## src/rtl/blake_pkg.sv

```systemverilog
// Shared constants, FSM encoding and width helper for the BLAKE round sequencer.
// No logic, no latency; nothing here carries flow control.
package blake_pkg;

  localparam int ROUNDS_M0_DEF    = 14;
  localparam int ROUNDS_M1_DEF    = 16;
  localparam int SIGMA_PERIOD_DEF = 10;

  typedef enum logic {
    ST_IDLE = 1'b0,
    ST_RUN  = 1'b1
  } state_t;

  // Index widths never drop below one bit, even for degenerate moduli.
  function automatic int clog2_min1(input int v);
    return (v <= 2) ? 1 : $clog2(v);
  endfunction

endpackage

```

## src/rtl/blake_mod_counter.sv

```systemverilog
// Modulo-MOD up-counter with synchronous clear; wrap flags the terminal count.
// Updates on the edge after clr/en; holds its value whenever en is low.
module blake_mod_counter #(
  parameter int MOD = 8,
  parameter int W   = 3
) (
  input  logic         clk,
  input  logic         rstb,
  input  logic         clr,
  input  logic         en,
  output logic [W-1:0] cnt,
  output logic         wrap
);

  logic [W-1:0] cnt_q;
  logic [W-1:0] cnt_d;

  assign wrap = (cnt_q == W'(MOD - 1));
  assign cnt  = cnt_q;

  always_comb begin
    cnt_d = cnt_q;
    if (clr) begin
      cnt_d = '0;
    end else if (en) begin
      cnt_d = wrap ? '0 : cnt_q + 1'b1;
    end
  end

  always_ff @(posedge clk or negedge rstb) begin
    if (!rstb) begin
      cnt_q <= '0;
    end else begin
      cnt_q <= cnt_d;
    end
  end

endmodule

```

## src/rtl/blake_round_sequencer.sv

```systemverilog
// Steps a BLAKE compression through rounds x G-steps, exporting step/round/sigma indices.
// One advance per step, done one cycle after the last step; advance low stalls everything.
module blake_round_sequencer
  import blake_pkg::*;
#(
  parameter int  STEPS_PER_ROUND = 8,
  parameter int  ROUNDS_M0       = ROUNDS_M0_DEF,
  parameter int  ROUNDS_M1       = ROUNDS_M1_DEF,
  parameter int  SIGMA_PERIOD    = SIGMA_PERIOD_DEF,
  localparam int RMAX            = (ROUNDS_M0 > ROUNDS_M1) ? ROUNDS_M0 : ROUNDS_M1,
  localparam int SW              = clog2_min1(STEPS_PER_ROUND),
  localparam int RW              = clog2_min1(RMAX),
  localparam int GW              = clog2_min1(SIGMA_PERIOD)
) (
  input  logic          clk,
  input  logic          rstb,
  input  logic          start,
  input  logic          mode,
  input  logic          advance,
  input  logic          abort,
  output logic [SW-1:0] step_idx,
  output logic [RW-1:0] round_idx,
  output logic [GW-1:0] sigma_idx,
  output logic          busy,
  output logic          last_step,
  output logic          done,
  output logic          rdy
);

  if (STEPS_PER_ROUND < 2) begin : g_bad_steps
    $error("blake_round_sequencer: STEPS_PER_ROUND must be at least 2");
  end
  if (ROUNDS_M0 < 1 || ROUNDS_M0 > (1 << RW)) begin : g_bad_m0
    $error("blake_round_sequencer: ROUNDS_M0 out of range");
  end
  if (ROUNDS_M1 < 1 || ROUNDS_M1 > (1 << RW)) begin : g_bad_m1
    $error("blake_round_sequencer: ROUNDS_M1 out of range");
  end
  if (SIGMA_PERIOD < 1) begin : g_bad_sigma
    $error("blake_round_sequencer: SIGMA_PERIOD must be at least 1");
  end

  localparam logic [RW:0] NR_M0 = (RW + 1)'(ROUNDS_M0);
  localparam logic [RW:0] NR_M1 = (RW + 1)'(ROUNDS_M1);

  state_t      state_q;
  state_t      state_d;
  logic [RW:0] nrounds_q;
  logic [RW:0] nrounds_d;
  logic        done_q;
  logic        done_d;
  logic        rdy_q;
  logic        rdy_d;

  logic        is_run;
  logic        final_round;
  logic        accept;
  logic        run_step;
  logic        finish;
  logic        clr_idx;
  logic        step_wrap;
  logic        round_wrap;
  logic        sigma_wrap;
  logic        unused_wraps;

  assign is_run      = (state_q == ST_RUN);
  assign final_round = ({1'b0, round_idx} == (nrounds_q - 1'b1));
  assign last_step   = is_run && step_wrap && final_round;

  // abort outranks both start and advance; every way out of RUN re-zeros the indices.
  assign accept   = !is_run && start && !abort;
  assign run_step = is_run && advance && !abort;
  assign finish   = run_step && last_step;
  assign clr_idx  = accept || finish || (is_run && abort);

  blake_mod_counter #(
    .MOD (STEPS_PER_ROUND),
    .W   (SW)
  ) u_step_cnt (
    .clk  (clk),
    .rstb (rstb),
    .clr  (clr_idx),
    .en   (run_step),
    .cnt  (step_idx),
    .wrap (step_wrap)
  );

  blake_mod_counter #(
    .MOD (RMAX),
    .W   (RW)
  ) u_round_cnt (
    .clk  (clk),
    .rstb (rstb),
    .clr  (clr_idx),
    .en   (run_step && step_wrap),
    .cnt  (round_idx),
    .wrap (round_wrap)
  );

  blake_mod_counter #(
    .MOD (SIGMA_PERIOD),
    .W   (GW)
  ) u_sigma_cnt (
    .clk  (clk),
    .rstb (rstb),
    .clr  (clr_idx),
    .en   (run_step && step_wrap),
    .cnt  (sigma_idx),
    .wrap (sigma_wrap)
  );

  // The run ends on last_step, so the round/sigma terminal flags are never consumed.
  assign unused_wraps = round_wrap ^ sigma_wrap;

  always_comb begin
    state_d   = state_q;
    nrounds_d = nrounds_q;
    done_d    = 1'b0;
    rdy_d     = rdy_q;
    case (state_q)
      ST_IDLE: begin
        if (accept) begin
          state_d   = ST_RUN;
          nrounds_d = mode ? NR_M1 : NR_M0;
          rdy_d     = 1'b0;
        end
      end
      ST_RUN: begin
        if (abort) begin
          state_d = ST_IDLE;
        end else if (finish) begin
          state_d = ST_IDLE;
          done_d  = 1'b1;
          rdy_d   = 1'b1;
        end
      end
      default: state_d = ST_IDLE;
    endcase
  end

  always_ff @(posedge clk or negedge rstb) begin
    if (!rstb) begin
      state_q   <= ST_IDLE;
      nrounds_q <= NR_M0;
      done_q    <= 1'b0;
      rdy_q     <= 1'b0;
    end else begin
      state_q   <= state_d;
      nrounds_q <= nrounds_d;
      done_q    <= done_d;
      rdy_q     <= rdy_d;
    end
  end

  assign busy = is_run;
  assign done = done_q;
  assign rdy  = rdy_q;

endmodule

```

## config.mk

```make
export PLATFORM = sky130hd
export DESIGN_NAME = blake_round_sequencer
export DESIGN_NICKNAME = d
export VERILOG_FILES = /design/src/rtl/blake_pkg.sv /design/src/rtl/blake_mod_counter.sv /design/src/rtl/blake_round_sequencer.sv
export SDC_FILE = /design/constraint.sdc
export NUM_CORES = 1
export LEC_CHECK = 0
export ABC_AREA = 0
export BUFFER_PORTS_ARGS = -buffer_cell sky130_fd_sc_hd__clkbuf_2
export CAP_MARGIN = 20
export CORE_AREA = 4 4 50 47
export DETAILED_ROUTE_END_ITERATION = 7
export DIE_AREA = 0 0 54 51
export PLACE_DENSITY = 0.73
export SYNTH_ARGS = -nofsm -noshare
export SYNTH_HDL_FRONTEND = slang
export SYNTH_SLANG_ARGS = --single-unit
```

## constraint.sdc

```tcl
create_clock -name clk -period 2.4 [get_ports clk]
set_clock_uncertainty 0.1 [all_clocks]
set_input_delay 0.72 -clock clk [delete_from_list [all_inputs] [get_ports clk]]
set_output_delay 0.72 -clock clk [all_outputs]
set_load 0.01 [all_outputs]
```

# Word level (Yosys, flattened, before mapping)
# Index checks and enable logic that the tools add are counted.
[word_totals]
ff_bits = 19
in_bits = 6
out_inout_bits = 15
wordCells = 57
[op_classes]
add_sub_neg = 4
eq_ne = 7
n_mux = 21
n_bitwise = 1
reduce_logical = 17
[ops]
columns = ["cell", "count"]
rows = [
  ["$mux 4", 6],
  ["$logic_and 1x1->1", 9],
  ["$mux 1", 9],
  ["$mux 3", 3],
  ["$add 4x1->4 const B", 2],
  ["$eq 4x4->1 const B", 2],
  ["$eq 4x5->1", 1],
  ["$mux 5", 1],
  ["$sub 5x1->5 const B", 1],
  ["$ne 2x2->1 const B", 2],
  ["$pmux 1 s2", 2],
  ["$reduce_bool 2->1", 2],
  ["$add 3x1->3 const B", 1],
  ["$eq 3x3->1 const B", 1],
  ["$reduce_and 3->1", 1],
  ["$logic_not 1->1", 2],
  ["$logic_or 1x1->1", 2],
  ["$ne 2x1->1 const B", 1],
  ["$reduce_and 2->1", 1],
  ["$not 1->1", 1],
]

# Depth between registers and ports, before layout
[depth]
depth_word = 7
depth_mapped = 7
mapped_depth_nobuf = 6

# Cells and area by module
# A second synthesis with hierarchy kept.
[hier_totals]
hier_cells = 79
hier_area_um2 = 847.1
[modules_own_cells]
columns = ["mod", "instances", "cells_each", "area_each_um2", "seq_area_each_um2"]
rows = [
  ["blake_round_sequencer", 1, 23, 257.7, 126.4],
  ["blake_mod_counter at u_sigma_cnt", 1, 24, 231.5, 100.1],
  ["blake_mod_counter at u_round_cnt", 1, 20, 206.4, 100.1],
  ["blake_mod_counter at u_step_cnt", 1, 12, 151.4, 75.1],
]

# Worst setup path after synthesis
# OpenSTA, ideal clock, no wires.
[synth_timing]
path_kind = "reg-to-output"
from = "reg nrounds_q[3]"
to = "out last_step"
t_arrival_ns = 1.247
t_required_ns = 1.580
setup_slack_ns = 0.333
stages_incl_launch_ff = 3
cell_sequence = "dfstp_2 or3b_4 a211oi_1"
[synth_via]
elab_chain_cells = 3
[synth_rtl]
columns = ["element", "line_no", "rtl"]
rows = [
  ["from (decl)", "blake_round_sequencer.sv:48", "logic [RW:0] nrounds_q;"],
  ["from (signal assigned)", "blake_round_sequencer.sv:149", "nrounds_q <= nrounds_d;"],
  ["$sub 5x1->5", "blake_round_sequencer.sv:67", "assign final_round = ({1'b0, round_idx} == (nrounds_q - 1'b1));"],
  ["$eq 4x5->1", "blake_round_sequencer.sv:67", ""],
  ["$logic_and 1x1->1", "blake_round_sequencer.sv:68", "assign last_step = is_run && step_wrap && final_round;"],
  ["to (decl)", "blake_round_sequencer.sv:25", "output logic last_step,"],
]
# No other way between the ends.

# Worst setup path in the final report
# Same ends and word-level chain as after synthesis.

==> results.json <==
{
  "outcome": "finished clean",
  "synthesis.area_sq_um": 891,
  "finalSetupViolations": 0,
  "wl_per_cell_um": 13.0,
  "ys_top_cells_by_count": "dfrtp_1, a21oi_1, nor2_1, nand2_1, ha_1",
  "drive_above_1_share_pct": 32.7,
  "tightest_slew_ps": 398,
  "die_h_um": 51,
  "cts_tree": "built",
  "yosysUniqueCellTypes": 32,
  "root_buffer": "clkbuf_4",
  "synth_fp_nets": 95,
  "post-route-period-util_pct": 99.1,
  "grt.total_usage_pct": 14.1,
  "die_area_sq_um": 2750,
  "timing.hold.ws_ps": 244,
  "setup-tns-final_ps": 0,
  "synth_top_flop_cell": "dfrtp_1",
  "ys_ff_latch": 16,
  "syn2layout_area_growth_pct": 16.0,
  "crit_required_ps": 1580,
  "synthArstFlopShare_pct": 100,
  "timing.critical_path.from_type": "flip-flop",
  "slew_headroom_pct": 73.4,
  "yosysTopAreaCellShare_pct": 42.1,
  "crit_arrival_ps": 1560,
  "ant_nets": 0,
  "synthMostInstantiatedCell": "dfrtp_1",
  "overflow": 0,
  "max_stage_delay_ps": 540,
  "antenna_found_initial": 0,
  "io_buffers": 20,
  "syn_avg_cell_area_sq_um": 10.6,
  "routed_wl_um": 1720,
  "yosys-top-cells-area": "dfrtp_1, ha_1, a21oi_1, nor2_1, bufbuf_16",
  "max_cap_viol_count": 0,
  "drc_errors": 0,
  "grt_first_pass_wirelength_um": 2910,
  "grt_pass1_vias": 675,
  "gp_congestion": 0.728,
  "drt_iter0_drc": 5,
  "crit_type": "reg2out",
  "grt_max_degree": 17,
  "h-tree-depth": 1,
  "cts_hold_buffers": 0,
  "cts_max_path_buffers": 2,
  "hold_viol_final": 0,
  "synth_top_area_cell": "dfrtp_1",
  "p_leak_nw": 0.498,
  "cts_num_sinks": 16,
  "crit_chain": "or3b_4 -> a211oi_2 -> buf_2",
  "viasPerCell": 5.19,
  "crit_slowest_cell": "dfstp_2",
  "clock_latency_ps": 280,
  "start_util_pct": 47.9,
  "yosys_warnings": 0,
  "cts_made_buffers": 3,
  "yosysSeqAreaShare_pct": 45.1,
  "setup_slack_ps": 21.1,
  "num_vias": 685,
  "first_pass_iters": 3,
  "nNetsFinal": 119,
  "rows": 15,
  "min_period_ps": 2380,
  "fmax_ghz": 0.420,
  "synth-edff-count": 0,
  "slew_viol_final": 0,
  "diodes": 0,
  "place_ws_ps": 278,
  "p_per_area_nw_per_um2": 504,
  "core-area_sq_um": 1860,
  "io_pins": 21,
  "die_w_um": 54,
  "cp-end-kind": "output pin",
  "cp_max_fo": 2,
  "vdd_drop_max_uv": 233,
  "syn_inst": 84,
  "dpl.hpwl_um": 1310,
  "rsz0062_at_grt": "true",
  "clkTransAtPathRegs_ps": 100,
  "hp-class": "in2async"
}
-- cell type report --
cell class              count  area [sq um]
multi-input cells          62           438
fillers                   178           825
inverters                   3          11.3
flip-flops and latches     16           402
repair buffers             22           115
clock buffers               4          36.3
well taps                  25          31.3
-- cell families (layout without fill, tap and decap cells) --
kind of cell	count (synthesis)	in the layout	synth area share, %
AO/OA/AOI/OAI	17	17	13.9
XOR/XNOR	1	1	0.983
adder cells (fa/ha/maj)	5	5	7.02
buffers and inverters	6	29	6.60
flip-flops	16	16	45.1
multiplexers	4	4	4.63
AND/OR/NAND/NOR	35	35	21.8
-- power by group --
part	total [mW]	internal, mW	switching, mW	leakage (nW)
Clock	0.178	0.0922	0.0861	0.0210
Sequential	0.289	0.280	0.00850	0.216
Combinational	0.0535	0.0254	0.0282	0.261
-- state kept, by name, indices dropped and copies added (netlist names) --
signal,flops
busy,1
rdy,1
u_round_cnt.cnt,4
u_sigma_cnt.cnt,4
nrounds_q,2
u_step_cnt.cnt,3
done,1
-- per-layer routing --
layer | vias to the layer above | GRT usage (%) | wire length, um
met2 | 13 | 24.2 | 828
li1 | 348 | - | -
met4 | 0 | 4.15 | 9
met5 | - | 0 | 0
met3 | 2 | 3.21 | 87
met1 | 322 | 17.2 | 793
-- metrics by stage --
stage / total power [mW] / utilization, % / area (sq um) / cells
floorplan: 0.335 / - / 891 / 84
global placement: 0.341 / 52.9 / 982 / 127
detailed placement: 0.343 / 52.9 / 982 / 127
CTS: 0.529 / 55.5 / 1030 / 132
global route: 0.551 / 55.6 / 1030 / 132
finish: 0.520 / 55.6 / 1030 / 132
-- repair_timing --
item,CTS,global route
setup buffers,1,0
pin swaps,0,0
setup endpoints to repair,1,1
gates resized for setup,1,2
-- worst max-delay path: cells and delay by family, from the launching register on --
kind / cells / cell delay, ps
AO/OA/AOI/OAI: 1 / 180
buffers and inverters: 1 / 160
flip-flops: 1 / 540
AND/OR/NAND/NOR: 1 / 400
-- layout by cell type (no fill, tap or decap), types with 2 or more instances in the layout --
cell,n
clkbuf_2,19
buf_4,2
mux2i_1,3
a21oi_1,10
nor2b_1,3
nor3_1,4
ha_1,4
nand3b_1,2
clkbuf_4,3
nand2_1,6
nor2_1,10
nand3_1,2
inv_1,3
dfrtp_1,15
-- final timing paths --
check,start,endpoint,slack (ps),cells after the start
max,nrounds_q[3]$_DFFE_PN1P_,last_step,20,3
min,rstb,done$_DFF_PN0_,240,1
max reg2reg,nrounds_q[3]$_DFFE_PN1P_,u_sigma_cnt.cnt[2]$_DFFE_PN0P_,450,4
min reg2reg,rdy$_DFFE_PN0P_,rdy$_DFFE_PN0P_,440,2
max in group asynchronous,rstb,nrounds_q[3]$_DFFE_PN1P_,1640,1
min in group clk,rdy$_DFFE_PN0P_,rdy$_DFFE_PN0P_,440,2
Note: power is estimated with default switching activity, not from simulation.
